File: config.mk
export PLATFORM = sky130hd
export DESIGN_NAME = c_fpmul_seq
export DESIGN_NICKNAME = d
export VERILOG_FILES = /design/src/rtl/c_fpmul_seq_pkg.sv /design/src/rtl/c_booth_step.sv /design/src/rtl/c_fpmul_seq.sv
export SDC_FILE = /design/constraint.sdc
export NUM_CORES = 1
export LEC_CHECK = 0
export CAP_MARGIN = 30
export CORE_MARGIN = 3
export CORE_UTILIZATION = 53
export CTS_CLUSTER_SIZE = 10
export DETAILED_ROUTE_END_ITERATION = 16
export HOLD_SLACK_MARGIN = 0.1
export PLACE_DENSITY = 0.76
export SLEW_MARGIN = 20
export SYNTH_ARGS = -nofsm -noshare
export SYNTH_HDL_FRONTEND = slang
export SYNTH_SLANG_ARGS = --single-unit
File: constraint.sdc
create_clock -name i_clk -period 6.3 [get_ports i_clk]
set_input_delay 1.26 -clock i_clk [delete_from_list [all_inputs] [get_ports i_clk]]
set_output_delay 1.26 -clock i_clk [all_outputs]
set_load 0.02 [all_outputs]
File: src/rtl/c_fpmul_seq_pkg.sv
// Shared definitions for the sequential FP multiplier: controller states,
// flag bit positions and the exponent bias helper.
package c_fpmul_seq_pkg;

  typedef enum logic [1:0] {
    S_IDLE  = 2'd0,
    S_BOOTH = 2'd1,
    S_NORM  = 2'd2,
    S_DONE  = 2'd3
  } state_t;

  localparam int FLAG_INVALID   = 3;
  localparam int FLAG_OVERFLOW  = 2;
  localparam int FLAG_UNDERFLOW = 1;
  localparam int FLAG_INEXACT   = 0;

  function automatic int expBias(input int expW);
    return (1 << (expW - 1)) - 1;
  endfunction

endpackage

File: src/rtl/c_booth_step.sv
// One radix-2 Booth iteration: conditional add/subtract of the multiplicand
// into the upper half of the accumulator, then an arithmetic shift right.
module c_booth_step #(
  parameter int M = 25
) (
  input  logic [2*M:0] i_acc,
  input  logic [M-1:0] i_mcand,
  input  logic [M-1:0] i_mcand_neg,
  output logic [2*M:0] o_acc
);

  logic [M:0] w_high;
  logic [M:0] w_sum;

  // The sum is kept one bit wider so the shifted-in sign bit is always exact.
  always_comb begin
    w_high = {i_acc[2*M], i_acc[2*M:M+1]};
    case (i_acc[1:0])
      2'b01:   w_sum = w_high + {i_mcand[M-1], i_mcand};
      2'b10:   w_sum = w_high + {i_mcand_neg[M-1], i_mcand_neg};
      default: w_sum = w_high;
    endcase
    o_acc = {w_sum, i_acc[M:1]};
  end

endmodule

File: src/rtl/c_fpmul_seq.sv
// Sequential IEEE-754 multiplier: one Booth step per clock, RNE rounding,
// FTZ inputs, special-operand handling and valid/ready on both sides.
module c_fpmul_seq
  import c_fpmul_seq_pkg::*;
#(
  parameter int EXP_W = 8,
  parameter int MAN_W = 23
) (
  input  logic                 i_clk,
  input  logic                 i_reset,
  input  logic [EXP_W+MAN_W:0] i_a,
  input  logic [EXP_W+MAN_W:0] i_b,
  input  logic                 i_in_valid,
  output logic                 o_in_ready,
  output logic [EXP_W+MAN_W:0] o_mul_r,
  output logic [3:0]           o_flags,
  output logic                 o_mul_exception,
  output logic                 o_out_valid,
  input  logic                 i_out_ready
);

  localparam int W   = EXP_W + MAN_W + 1;
  localparam int M   = MAN_W + 2;
  localparam int AW  = 2 * M + 1;
  localparam int PW  = 2 * (MAN_W + 1);
  localparam int EW2 = EXP_W + 2;
  localparam int CW  = $clog2(M);
  localparam logic [EW2-1:0] BIAS = EW2'(expBias(EXP_W));
  localparam logic [EW2-1:0] EMAX = EW2'((1 << EXP_W) - 1);
  localparam logic [W-1:0]   QNAN = {1'b0, {EXP_W{1'b1}}, 1'b1, {(MAN_W-1){1'b0}}};

  state_t          r_state;
  logic [CW-1:0]   r_cnt;
  logic [AW-1:0]   r_acc;
  logic [M-1:0]    r_mcand;
  logic [EW2-1:0]  r_exp;
  logic            r_sign;
  logic            r_special;
  logic            r_inReady;
  logic            r_outValid;
  logic [W-1:0]    r_mulR;
  logic [3:0]      r_flags;
  logic            r_exc;

  logic [EXP_W-1:0] w_expA, w_expB;
  logic [MAN_W-1:0] w_fracA, w_fracB;
  logic w_sign, w_zeroA, w_zeroB, w_infA, w_infB, w_nanA, w_nanB, w_snanA, w_snanB, w_special;
  logic [W-1:0]     w_spResult, w_nrResult;
  logic [3:0]       w_spFlags, w_nrFlags;
  logic [M-1:0]     w_mcandNeg;
  logic [AW-1:0]    w_accNext;
  logic [PW-1:0]    w_prod;
  logic [PW-2:0]    w_norm;
  logic             w_top, w_guard, w_sticky, w_roundUp;
  logic [MAN_W:0]   w_fracRnd;
  logic [EW2-1:0]   w_expFin;

  assign w_sign  = i_a[W-1] ^ i_b[W-1];
  assign w_expA  = i_a[W-2:MAN_W];
  assign w_expB  = i_b[W-2:MAN_W];
  assign w_fracA = i_a[MAN_W-1:0];
  assign w_fracB = i_b[MAN_W-1:0];
  // A zero exponent field covers subnormals too, which are flushed to zero.
  assign w_zeroA = (w_expA == '0);
  assign w_zeroB = (w_expB == '0);
  assign w_infA  = (&w_expA) & ~(|w_fracA);
  assign w_infB  = (&w_expB) & ~(|w_fracB);
  assign w_nanA  = (&w_expA) & (|w_fracA);
  assign w_nanB  = (&w_expB) & (|w_fracB);
  assign w_snanA = w_nanA & ~w_fracA[MAN_W-1];
  assign w_snanB = w_nanB & ~w_fracB[MAN_W-1];
  assign w_special = w_zeroA | w_zeroB | (&w_expA) | (&w_expB);

  always_comb begin
    w_spFlags  = '0;
    w_spResult = {w_sign, {(W-1){1'b0}}};
    if (w_nanA | w_nanB) begin
      w_spResult = QNAN;
      w_spFlags[FLAG_INVALID] = w_snanA | w_snanB;
    end else if ((w_zeroA & w_infB) | (w_infA & w_zeroB)) begin
      w_spResult = QNAN;
      w_spFlags[FLAG_INVALID] = 1'b1;
    end else if (w_infA | w_infB) begin
      w_spResult = {w_sign, {EXP_W{1'b1}}, {MAN_W{1'b0}}};
    end
  end

  assign w_mcandNeg = -r_mcand;

  c_booth_step #(.M(M)) u_booth (
    .i_acc       (r_acc),
    .i_mcand     (r_mcand),
    .i_mcand_neg (w_mcandNeg),
    .o_acc       (w_accNext)
  );

  // The hidden bit is dropped here; the remaining bits are fraction then guard/sticky.
  assign w_prod    = r_acc[PW:1];
  assign w_top     = w_prod[PW-1];
  assign w_norm    = w_top ? w_prod[PW-2:0] : {w_prod[PW-3:0], 1'b0};
  assign w_guard   = w_norm[MAN_W];
  assign w_sticky  = |w_norm[MAN_W-1:0];
  assign w_roundUp = w_guard & (w_sticky | w_norm[MAN_W+1]);
  assign w_fracRnd = {1'b0, w_norm[PW-2:MAN_W+1]} + (MAN_W+1)'(w_roundUp);
  assign w_expFin  = r_exp + EW2'(w_top) + EW2'(w_fracRnd[MAN_W]);

  always_comb begin
    w_nrFlags = '0;
    w_nrFlags[FLAG_INEXACT] = w_guard | w_sticky;
    w_nrResult = {r_sign, w_expFin[EXP_W-1:0], w_fracRnd[MAN_W-1:0]};
    if (!w_expFin[EW2-1] && (w_expFin >= EMAX)) begin
      w_nrResult = {r_sign, {EXP_W{1'b1}}, {MAN_W{1'b0}}};
      w_nrFlags[FLAG_OVERFLOW] = 1'b1;
      w_nrFlags[FLAG_INEXACT]  = 1'b1;
    end else if (w_expFin[EW2-1] || (w_expFin == '0)) begin
      w_nrResult = {r_sign, {(W-1){1'b0}}};
      w_nrFlags[FLAG_UNDERFLOW] = 1'b1;
      w_nrFlags[FLAG_INEXACT]   = 1'b1;
    end
  end

  // Special operands pass through NORM with their result already latched.
  always_ff @(posedge i_clk) begin
    if (!i_reset) begin
      r_state    <= S_IDLE;
      r_cnt      <= '0;
      r_acc      <= '0;
      r_mcand    <= '0;
      r_exp      <= '0;
      r_sign     <= 1'b0;
      r_special  <= 1'b0;
      r_inReady  <= 1'b1;
      r_outValid <= 1'b0;
      r_mulR     <= '0;
      r_flags    <= '0;
      r_exc      <= 1'b0;
    end else begin
      case (r_state)
        S_IDLE: begin
          if (i_in_valid) begin
            r_inReady <= 1'b0;
            r_sign    <= w_sign;
            r_cnt     <= '0;
            r_special <= w_special;
            if (w_special) begin
              r_mulR  <= w_spResult;
              r_flags <= w_spFlags;
              r_exc   <= |w_spFlags;
              r_state <= S_NORM;
            end else begin
              r_mcand <= {2'b01, w_fracA};
              r_acc   <= {{M{1'b0}}, 2'b01, w_fracB, 1'b0};
              r_exp   <= {2'b00, w_expA} + {2'b00, w_expB} - BIAS;
              r_state <= S_BOOTH;
            end
          end
        end
        S_BOOTH: begin
          r_acc <= w_accNext;
          r_cnt <= r_cnt + CW'(1);
          if (r_cnt == CW'(M - 1)) r_state <= S_NORM;
        end
        S_NORM: begin
          if (!r_special) begin
            r_mulR  <= w_nrResult;
            r_flags <= w_nrFlags;
            r_exc   <= |w_nrFlags;
          end
          r_outValid <= 1'b1;
          r_state    <= S_DONE;
        end
        S_DONE: begin
          if (i_out_ready) begin
            r_outValid <= 1'b0;
            r_inReady  <= 1'b1;
            r_state    <= S_IDLE;
          end
        end
        default: r_state <= S_IDLE;
      endcase
    end
  end

  assign o_in_ready      = r_inReady;
  assign o_out_valid     = r_outValid;
  assign o_mul_r         = r_mulR;
  assign o_flags         = r_flags;
  assign o_mul_exception = r_exc;

endmodule

==> run summary <==
routability cong. - 0.922
WP data required - 6.67 ns
Peak VDD IR - 0.233 mV
die height - 136 µm
RSZ-0062 raised after global routing - false
syn_area_per_cell - 7.84 µm²
CP startpoint kind - flip-flop
fin util - 64.5%
DR vias - 8799
FMAX - 0.189 GHz
die area - 18600 µm²
Max clock buf depth - 2
Worst Path Buf+Inv - 1
# resized after CTS - 0
die width - 136 µm
endpoints failing setup - 0
worst setup margin - 1.01 ns
Vias/cell - 6.10
WS Path Type - reg2reg
min-delay worst type - reg2reg
ratio of cells with drive above 1 in the final layout - 5.81%
crit path time final - 5.29 ns
final hold vios - 0
fin crit share - 83.9%
Hold Crit Depth - 2
# diodes - 0
Top cell by count, worst path - nand2_1
synth unique cells - 81
Rel. slew slack - 37.1%
DRC - 0
Clock transition at path regs - 0.06 ns
LEAKAGE - 4.02 nW
I/O Buffers - 106
Area Overhead vs Synth - 19.0%
MaxCap Viol Count - 0
P_int - 2.16 mW
main flop type after synthesis - dfxtp_1
Root Driver - clkbuf_16
Crit. path cell count - 15
Post-CTS Setup Inserts - 0
Reg power frac - 31.5%
pre-CTS setup slack - 1.22 ns
cell breakdown of the critical path - nand2_1 > a211oi_2 > and3_1 > nand2_1 > or4_1 > fa_1 > inv_1 > ha_1 > nand3_1 > or3_1 > a2111oi_2 > o311ai_2 > o32a_1 > nor2_2 > a221o_1
sw power - 1.46 mW
Non-Filler Instances - 1442
CP Capture Type - flip-flop
cell count after placement - 1410
initial core utilization - 54.2%
# hold bufs at CTS - 0
initial antenna violation count - 0
setup_tns - 0 ns
dpl hpwl - 18100 µm
area of the core - 16600 µm²
initial drt markers - 808
vias in the first global route - 7865
pin count of the biggest net entering global routing - 54
Cell Pwr Density - 337 nW/µm²
Slew Limit Fails - 0
Crit path max-delay family - simple AND/OR/NAND/NOR gates
CTS tree - built
switching share of power - 40.4%
Worst path max stage delay - 0.79 ns
Site Rows - 47
first-pass GRT wire length - 39200 µm
clk_skew - 0.00993 ns
GRT overflow - 0
Yosys warning count - 0
TritonCTS Buffers - 17
CP max FO - 40
clk_lat worst skew - 0.43 ns
status - finished, final reports clean
sequential element share of the synthesized area - 29.5%
Syn Inst Count - 1151
Antenna Violating Nets Remaining - 0
DR WL/cell - 16.8 µm
total wire length - 24200 µm
Final #Nets - 1332
Slew @ Worst Pin - 0.943 ns
number of synthesized flops with an enable pin - 0
Arr. time, crit path - 5.65 ns
post-synthesis register bit count - 133
Post-Syn Nets - 1273
Logic pwr share - 41.2%
clk sinks - 133
Ports - 107
GRT Total Usage - 26.0%
H-tree lvl count - 4
synthesized cell area - 9020 µm²
drt pass-1 iters - 7
Clock power frac - 27.3%
asr flop ratio synth - 0%
Critical Path Slowest Stage Cell - dfxtp_2
Worst Reg2Reg Path Length in Cells - 15
-- metrics by stage --
stage | hold WS (ns) | power, mW | area [µm²]
after CTS | 0.448 | 3.61 | 10700
after global placement | 0.436 | 2.59 | 10100
after detailed placement | 0.440 | 2.62 | 10100
final | 0.443 | 3.62 | 10700
after global routing | 0.454 | 3.85 | 10700
after floorplan | 0.449 | 2.24 | 9020
-- power groups by stage --
stage | clock network, mW | registers (mW) | logic, mW
after floorplan | 0 | 1.10 | 1.14
after global placement | 0 | 1.15 | 1.44
after detailed placement | 0 | 1.15 | 1.47
after CTS | 0.993 | 1.14 | 1.48
after global routing | 1.03 | 1.16 | 1.66
final | 0.987 | 1.14 | 1.49
-- layer usage --
metal | part of all wire [%] | GRT usage, % | vias to the layer above | wire length, µm
met3 | 6.2 | 4.18 | 38 | 1500
met5 | 0 | 0 | - | 0
li1 | - | - | 4367 | -
met2 | 45 | 40.6 | 299 | 10900
met4 | 1.8 | 7.95 | 0 | 439
met1 | 47 | 37.0 | 4095 | 11400
-- area by class of cell --
class	count	area, µm²
Timing Repair Buffer	116	1150
Clock buffer	19	453
Tap cell	220	275
Clock inverter	12	131
Fill cell	1477	5910
Multi-Input combinational cell	899	5900
Sequential cell	133	2660
Inverter	43	161
-- Yosys cell counts, types with 7 or more instances --
cell	number	area, µm²
a211oi_1	40	300
a21o_1	18	135
a21oi_1	106	531
a221o_1	7	70.1
a22o_1	7	61.3
a22oi_1	18	135
a311oi_1	7	61.3
a31oi_1	7	43.8
a32o_1	8	80.1
and3_1	14	87.6
buf_1	7	26.3
buf_2	11	55.1
clkbuf_1	56	210
dfxtp_1	133	2660
ha_1	51	638
inv_1	43	161
mux2i_1	32	320
nand2_1	160	601
nand2b_1	13	81.3
nand3_1	28	140
nand4_1	17	106
nor2_1	73	274
nor3_1	17	85.1
nor4_1	17	106
o211ai_1	12	90.1
o21ai_0	44	220
o21ai_1	9	45.0
o22ai_1	8	50.1
o31ai_1	14	105
or3_1	7	43.8
xnor2_1	35	307
xor2_1	26	228
-- cells by family after synthesis --
logic type      share of synthesized area (%)
compound gates                           26.4
simple gates                             21.3
fa+ha+maj                                7.74
flops                                    29.5
xor+xnor                                 5.92
buf+inv                                  5.20
mux                                      3.92
-- flip-flops by register name, summed over array words and instances, names as in the netlist --
register / flops
r_acc: 51
o_mul_r: 32
r_mcand: 24
r_exp: 10
r_cnt: 5
o_flags: 4
r_state: 2
o_in_ready: 1
o_mul_exception: 1
o_out_valid: 1
r_sign: 1
r_special: 1
-- path summary, 6_finish.rpt --
check,start,endpoint,slack [ns]
setup / recovery,r_acc[48],o_mul_r[24],1.01
hold / removal,o_mul_r[14],o_mul_r[14],0.44
setup reg to reg,r_acc[48],o_mul_r[24],1.01
hold reg to reg,o_mul_r[14],o_mul_r[14],0.44
-- worst reg2reg max path, stage by stage, from the launching register on --
cell       delay [ns]
dfxtp_2          0.79
nand2_1          0.23
a211oi_2         0.49
and3_1           0.25
nand2_1          0.09
or4_1            0.62
fa_1             0.45
inv_1            0.09
ha_1             0.31
nand3_1          0.21
or3_1            0.40
a2111oi_2        0.43
o311ai_2         0.23
o32a_1           0.27
nor2_2           0.22
a221o_1          0.15
-- layout by cell type, fill, tap and decap left out, types with 18 or more instances in the layout --
master           netlist  routed
o21ai_0               44      44
nor2_1                73      73
ha_1                  51      50
nand3_1               28      28
dfxtp_1              133     132
nand2_1              160     160
xnor2_1               35      35
mux2i_1               32      32
xor2_1                26      26
inv_1                 43      42
a22oi_1               18      18
clkdlybuf4s50_1        0     106
a211oi_1              40      40
a21o_1                18      18
a21oi_1              106     105
(Power assumes the default switching activity.)
